**config.mk**
```make
export PLATFORM = sky130hd
export DESIGN_NAME = branch_target_predictor
export DESIGN_NICKNAME = d
export VERILOG_FILES = /design/src/rtl/branch_target_predictor_pkg.sv /design/src/rtl/branch_target_predictor_sat_counter.sv /design/src/rtl/branch_target_predictor.sv
export SDC_FILE = /design/constraint.sdc
export NUM_CORES = 2
export LEC_CHECK = 0
export ABC_AREA = 0
export BUFFER_PORTS_ARGS = -buffer_cell sky130_fd_sc_hd__buf_2
export CAP_MARGIN = 20
export CORE_MARGIN = 4
export CORE_UTILIZATION = 55
export DETAILED_ROUTE_END_ITERATION = 12
export PLACE_DENSITY = 0.72
export SLEW_MARGIN = 30
export SYNTH_ARGS = -nofsm -noshare
export SYNTH_HDL_FRONTEND = slang
export SYNTH_HIERARCHICAL = 1
export SYNTH_SLANG_ARGS = --single-unit
```
**constraint.sdc**
```tcl
create_clock -name clk -period 43.1 [get_ports clk]
set_clock_uncertainty 0.1 [all_clocks]
set_input_delay 8.62 -clock clk [delete_from_list [all_inputs] [get_ports clk]]
set_output_delay 8.62 -clock clk [all_outputs]
set_load 0.02 [all_outputs]
```
**src/rtl/branch_target_predictor_pkg.sv**
```systemverilog
// Shared definitions for the IF-stage branch target predictor: counter encodings and defaults.
package branch_target_predictor_pkg;

    localparam int DEFAULT_ENTRY_BITS = 4;

    typedef enum logic [1:0] {
        CNT_SNT = 2'b00,
        CNT_WNT = 2'b01,
        CNT_WT  = 2'b10,
        CNT_ST  = 2'b11
    } cnt_e;

    localparam cnt_e CNT_RESET = CNT_WNT;
    localparam cnt_e CNT_ALLOC = CNT_WT;

endpackage

```
**src/rtl/branch_target_predictor_sat_counter.sv**
```systemverilog
// 2-bit saturating up/down counter next-state logic; purely combinational.
module bp_sat_counter
    import branch_target_predictor_pkg::*;
(
    input  cnt_e cnt,
    input  logic taken,
    output cnt_e cnt_next
);

    always_comb begin
        // NOTE: default first so every path assigns cnt_next and no latch is inferred.
        cnt_next = cnt;
        if (taken) begin
            if (cnt != CNT_ST) cnt_next = cnt_e'(cnt + 2'd1);
        end else begin
            if (cnt != CNT_SNT) cnt_next = cnt_e'(cnt - 2'd1);
        end
    end

endmodule

```
**src/rtl/branch_target_predictor.sv**
```systemverilog
// Direct-mapped BTB with 2-bit counters: same-cycle lookup for IF, training from resolved EX branches.
module branch_target_predictor
    import branch_target_predictor_pkg::*;
#(
    parameter int ENTRY_BITS = DEFAULT_ENTRY_BITS
) (
    input  logic        clk,
    input  logic        rst,
    input  logic [31:0] PC_IF,
    output logic        predict_taken,
    output logic [31:0] predict_target,
    input  logic        update_en,
    input  logic [31:0] PC_EX,
    input  logic        br_taken_EX,
    input  logic [31:0] br_target_EX,
    input  logic        predict_taken_EX,
    output logic [31:0] br_count,
    output logic [31:0] mispredict_count
);

    localparam int ENTRIES = 1 << ENTRY_BITS;
    localparam int TAG_W   = 30 - ENTRY_BITS;

    logic             valid_q  [ENTRIES];
    logic [TAG_W-1:0] tag_q    [ENTRIES];
    logic [31:0]      target_q [ENTRIES];
    cnt_e             cnt_q    [ENTRIES];

    logic [ENTRY_BITS-1:0] if_idx, ex_idx;
    logic [TAG_W-1:0]      if_tag, ex_tag;
    logic                  if_hit, ex_hit;
    cnt_e                  ex_cnt_next;

    assign if_idx = PC_IF[ENTRY_BITS+1:2];
    assign if_tag = PC_IF[31:ENTRY_BITS+2];
    assign ex_idx = PC_EX[ENTRY_BITS+1:2];
    assign ex_tag = PC_EX[31:ENTRY_BITS+2];

    // Word-aligned fetch: the byte-offset bits never influence index or tag.
    logic unused_pc_bits;
    assign unused_pc_bits = ^{PC_IF[1:0], PC_EX[1:0]};

    // Lookup reads the stored arrays only, so a same-cycle update is seen next cycle.
    assign if_hit         = valid_q[if_idx] && (tag_q[if_idx] == if_tag);
    assign predict_taken  = if_hit && cnt_q[if_idx][1];
    assign predict_target = if_hit ? target_q[if_idx] : 32'd0;

    assign ex_hit = valid_q[ex_idx] && (tag_q[ex_idx] == ex_tag);

    bp_sat_counter u_sat_counter (
        .cnt      (cnt_q[ex_idx]),
        .taken    (br_taken_EX),
        .cnt_next (ex_cnt_next)
    );

    always_ff @(posedge clk or posedge rst) begin
        if (rst) begin
            // NOTE: the whole table is cleared on reset because a stale valid bit would
            // produce a false taken prediction right after reset.
            for (int i = 0; i < ENTRIES; i++) begin
                valid_q[i]  <= 1'b0;
                tag_q[i]    <= '0;
                target_q[i] <= 32'd0;
                cnt_q[i]    <= CNT_RESET;
            end
            br_count         <= 32'd0;
            mispredict_count <= 32'd0;
        end else if (update_en) begin
            br_count <= br_count + 32'd1;
            if (predict_taken_EX != br_taken_EX)
                mispredict_count <= mispredict_count + 32'd1;

            if (ex_hit) begin
                cnt_q[ex_idx] <= ex_cnt_next;
                if (br_taken_EX) target_q[ex_idx] <= br_target_EX;
            end else if (br_taken_EX) begin
                // Not-taken misses never allocate, so cold never-taken branches stay out.
                valid_q[ex_idx]  <= 1'b1;
                tag_q[ex_idx]    <= ex_tag;
                target_q[ex_idx] <= br_target_EX;
                cnt_q[ex_idx]    <= CNT_ALLOC;
            end
        end
    end

endmodule

```
==> metrics.cfg <==
[run_status]
status=complete, no violations

[synthesis]
synth_area_leader_cell=dfrtp_1
ys_types=64
yosys_register_bits=1040
netlist_instances=3316
netlist_area_sq_um=51450
synth_area_leaders=dfrtp_1 (50%), mux2_2 (19%), mux4_2 (18%)
synth_top_area_share_pct=49.80
synthTopCellsByCount=dfrtp_1 (1024), mux2_2 (861), mux4_2 (408)
ys.flop_type=dfrtp_1
yosysMostFrequentCell=dfrtp_1
synth_edf_count=0
avgSynthCellArea_sq_um=15.52
async_flop_share_pct=100.0
synth_seq_area_share_pct=50.62
yosys_warnings=6
syn_nets=3419

[sta]
rsz0062_at_grt=false
fmax_mhz=46.05
maxSlewHeadroom_pct=31.53
drv_slew=0
fin_ws_ps=21390
post-route-period-util_pct=50.38
setup_viol=0
hold_slack_ps=382.5
hold_violations=0
worst_slew_pin_slew_ps=1026
period_needed_ps=21710
fin_setup_tns_ps=0

[cts]
cts_max_level=3
clkTransAtPathRegs_ps=50
numCtsBuffers=111
cts-hold-fix-buffers=0
cts_max_path_buffers=3
cts_resized=0
cts_sinks=1040
post-cts-setup-buffer-count=0
cts_tree=yes
clk_latency_ps=700
root_buffer=clkbuf_16

[global_routing]
grt_util_met3_pct=6.599
grtUsageMet2_pct=44.87
grt-ovfl-total=0
track_usage_pct=27.66
grt_pass1_vias=33429
grt_pass1_wl_mm=206.4
antenna_found_initial=21
grt_util_met1_pct=36.50
gr-max-usage-layer=met2
grt_max_degree=201

[worst_setup_path]
cp_slowest_cell=buf_4
path_class=input pin to output port
crit_chain=buf_6 > buf_4 > mux4_2 > mux2i_1 > a21oi_1 > xnor2_1 > nand4_1 > nor4_1 > nand4_1 > buf_4 > nor2b_1 > buf_2
r2r_cells=10
worst-path-buf-inv=4
crit_fanout=50
max_stage_delay_ps=760
cp.depth=12
arrival_ps=12990
required_ps=34380
startpoint_type=input pin
crit_family=buffers and inverters
endpoint_kind=output port

[finish]
nets=3492
drive_gt1_share_pct=51.95
fin_area_sq_um=57250
post-route-util_pct=62.08
area_growth_pct=11.27
fillers=6676

[floorplanning]
ios=198
die_x_um=313.9
core_area_sq_um=92220
dieArea_sq_um=98510
initial_core_util_pct=55.79
dieHeight_um=313.9
std_cell_rows=111

[power_and_ir_drop]
ir_worst_vdd_uv=36.79
switching_share_pct=25.76
switchingPower_uw=711.1
combPwrFrac_pct=18.0
p_int_uw=2049
seqPwrFrac_pct=46.1
power_leakage_uw=0.02526
power_frac_clock_pct=35.9
powerDensity_nw_per_um2=48.22

[run]
max-cap-violations=0

[placed_design]
dp_hpwl_mm=78.44
gp_congestion=0.8570
port_buffers=193
placed_area_sq_um=53310
dp_slack_ps=21350

[detailed_routing]
viasPerCell=6.500
ant_nets=0
num_vias=30790
drc=0
drt-pass1-iter-count=5
wire_per_inst_um=28.38
drtIter0Drc=2604
wl_mm=134.4

[worst_hold_path]
hold_depth=1
hold_class=register to register

## worst register-to-register path: cells and delay by family, from the launching register on
kind,cells,cell delay (ps)
buffers and inverters,2,1020
and+or+nand+nor,4,2130
xor gates and xnor gates,1,180
DFF,1,400
muxes,3,1430
## layout make-up
| cell class | count | area, sq um | area share, % |
|---|---|---|---|
| multi-input cells | 1954 | 24080 | 42.07 |
| inverters | 26 | 110.1 | 0.1923 |
| repair buffers | 256 | 1595 | 2.787 |
| flip-flops and latches | 1040 | 26050 | 45.49 |
| diodes | 10 | 25.02 | 0.04371 |
| clock buffers | 175 | 3351 | 5.853 |
| well taps | 1243 | 1555 | 2.717 |
| clock inverters | 33 | 483.0 | 0.8436 |
## final timing paths
check                      slack, ps         start            endpoint
min                              380  br_count[31]        br_count[31]
min reg2reg                      380  br_count[31]        br_count[31]
min in group asynchronous       7880           rst       target_q[152]
max                            21390      PC_IF[3]  predict_target[30]
max reg2reg                    37710    tag_q[221]          tag_q[349]
max in group asynchronous      32230           rst           tag_q[93]
## cell families after synthesis
logic type | synth area share [%]
compound gates | 1.282
fa+ha+maj | 0.09240
buf+inv | 2.799
simple gates | 3.597
mux | 39.64
xor+xnor | 1.975
flops | 50.62
## layer usage
layer  share of wire (%)  routed length (um)  vias to the layer above
met5               0.068                  92                        -
met4                 3.9                5248                       16
met2                  49               65910                     1137
met3                 7.4                9992                      331
met1                  40               53200                    16624
li1                    -                   -                    12682
## through the flow
| stage | cells | power [uW] |
|---|---|---|
| final | 4737 | 2760 |
| after global routing | 4732 | 2878 |
| after CTS | 4725 | 2777 |
| after detailed placement | 4517 | 1783 |
| after global placement | 4515 | 1739 |
| after floorplan | 3316 | 1645 |
## state kept, by name (all words and copies together), names as in the netlist
signal            cells
br_count             32
cnt_q                32
mispredict_count     32
tag_q               416
target_q            512
valid_q              16
## power groups by stage
stage / combinational (uW) / clock, uW / sequential [uW]
5_1_grt: 534 / 1050 / 1290
3_3_place_gp: 477 / 0 / 1260
4_1_cts: 500 / 1010 / 1270
3_5_place_dp: 498 / 0 / 1290
6_report: 496 / 990 / 1270
2_1_floorplan: 389 / 0 / 1260
## cell usage in the layout (no fill, tap or decap), types with 15 or more instances in the layout
cell type | Yosys | layout
dfrtp_1 | 1024 | 1024
mux2_2 | 861 | 861
mux4_2 | 408 | 408
buf_2 | 50 | 186
clkbuf_16 | 0 | 113
xnor2_1 | 77 | 77
nand2_1 | 69 | 57
buf_4 | 19 | 53
nor2_1 | 55 | 51
mux2i_1 | 51 | 51
nor2b_1 | 41 | 40
xor2_1 | 39 | 39
mux2_4 | 38 | 38
mux2_1 | 38 | 38
nand3_1 | 35 | 35
clkbuf_1 | 169 | 33
nand4_1 | 32 | 32
clkbuf_8 | 0 | 29
nor3_1 | 28 | 28
o21ai_0 | 24 | 24
inv_1 | 24 | 23
dfstp_2 | 16 | 16
clkinv_2 | 0 | 15
No activity file was read; power rests on OpenSTA's default activity.
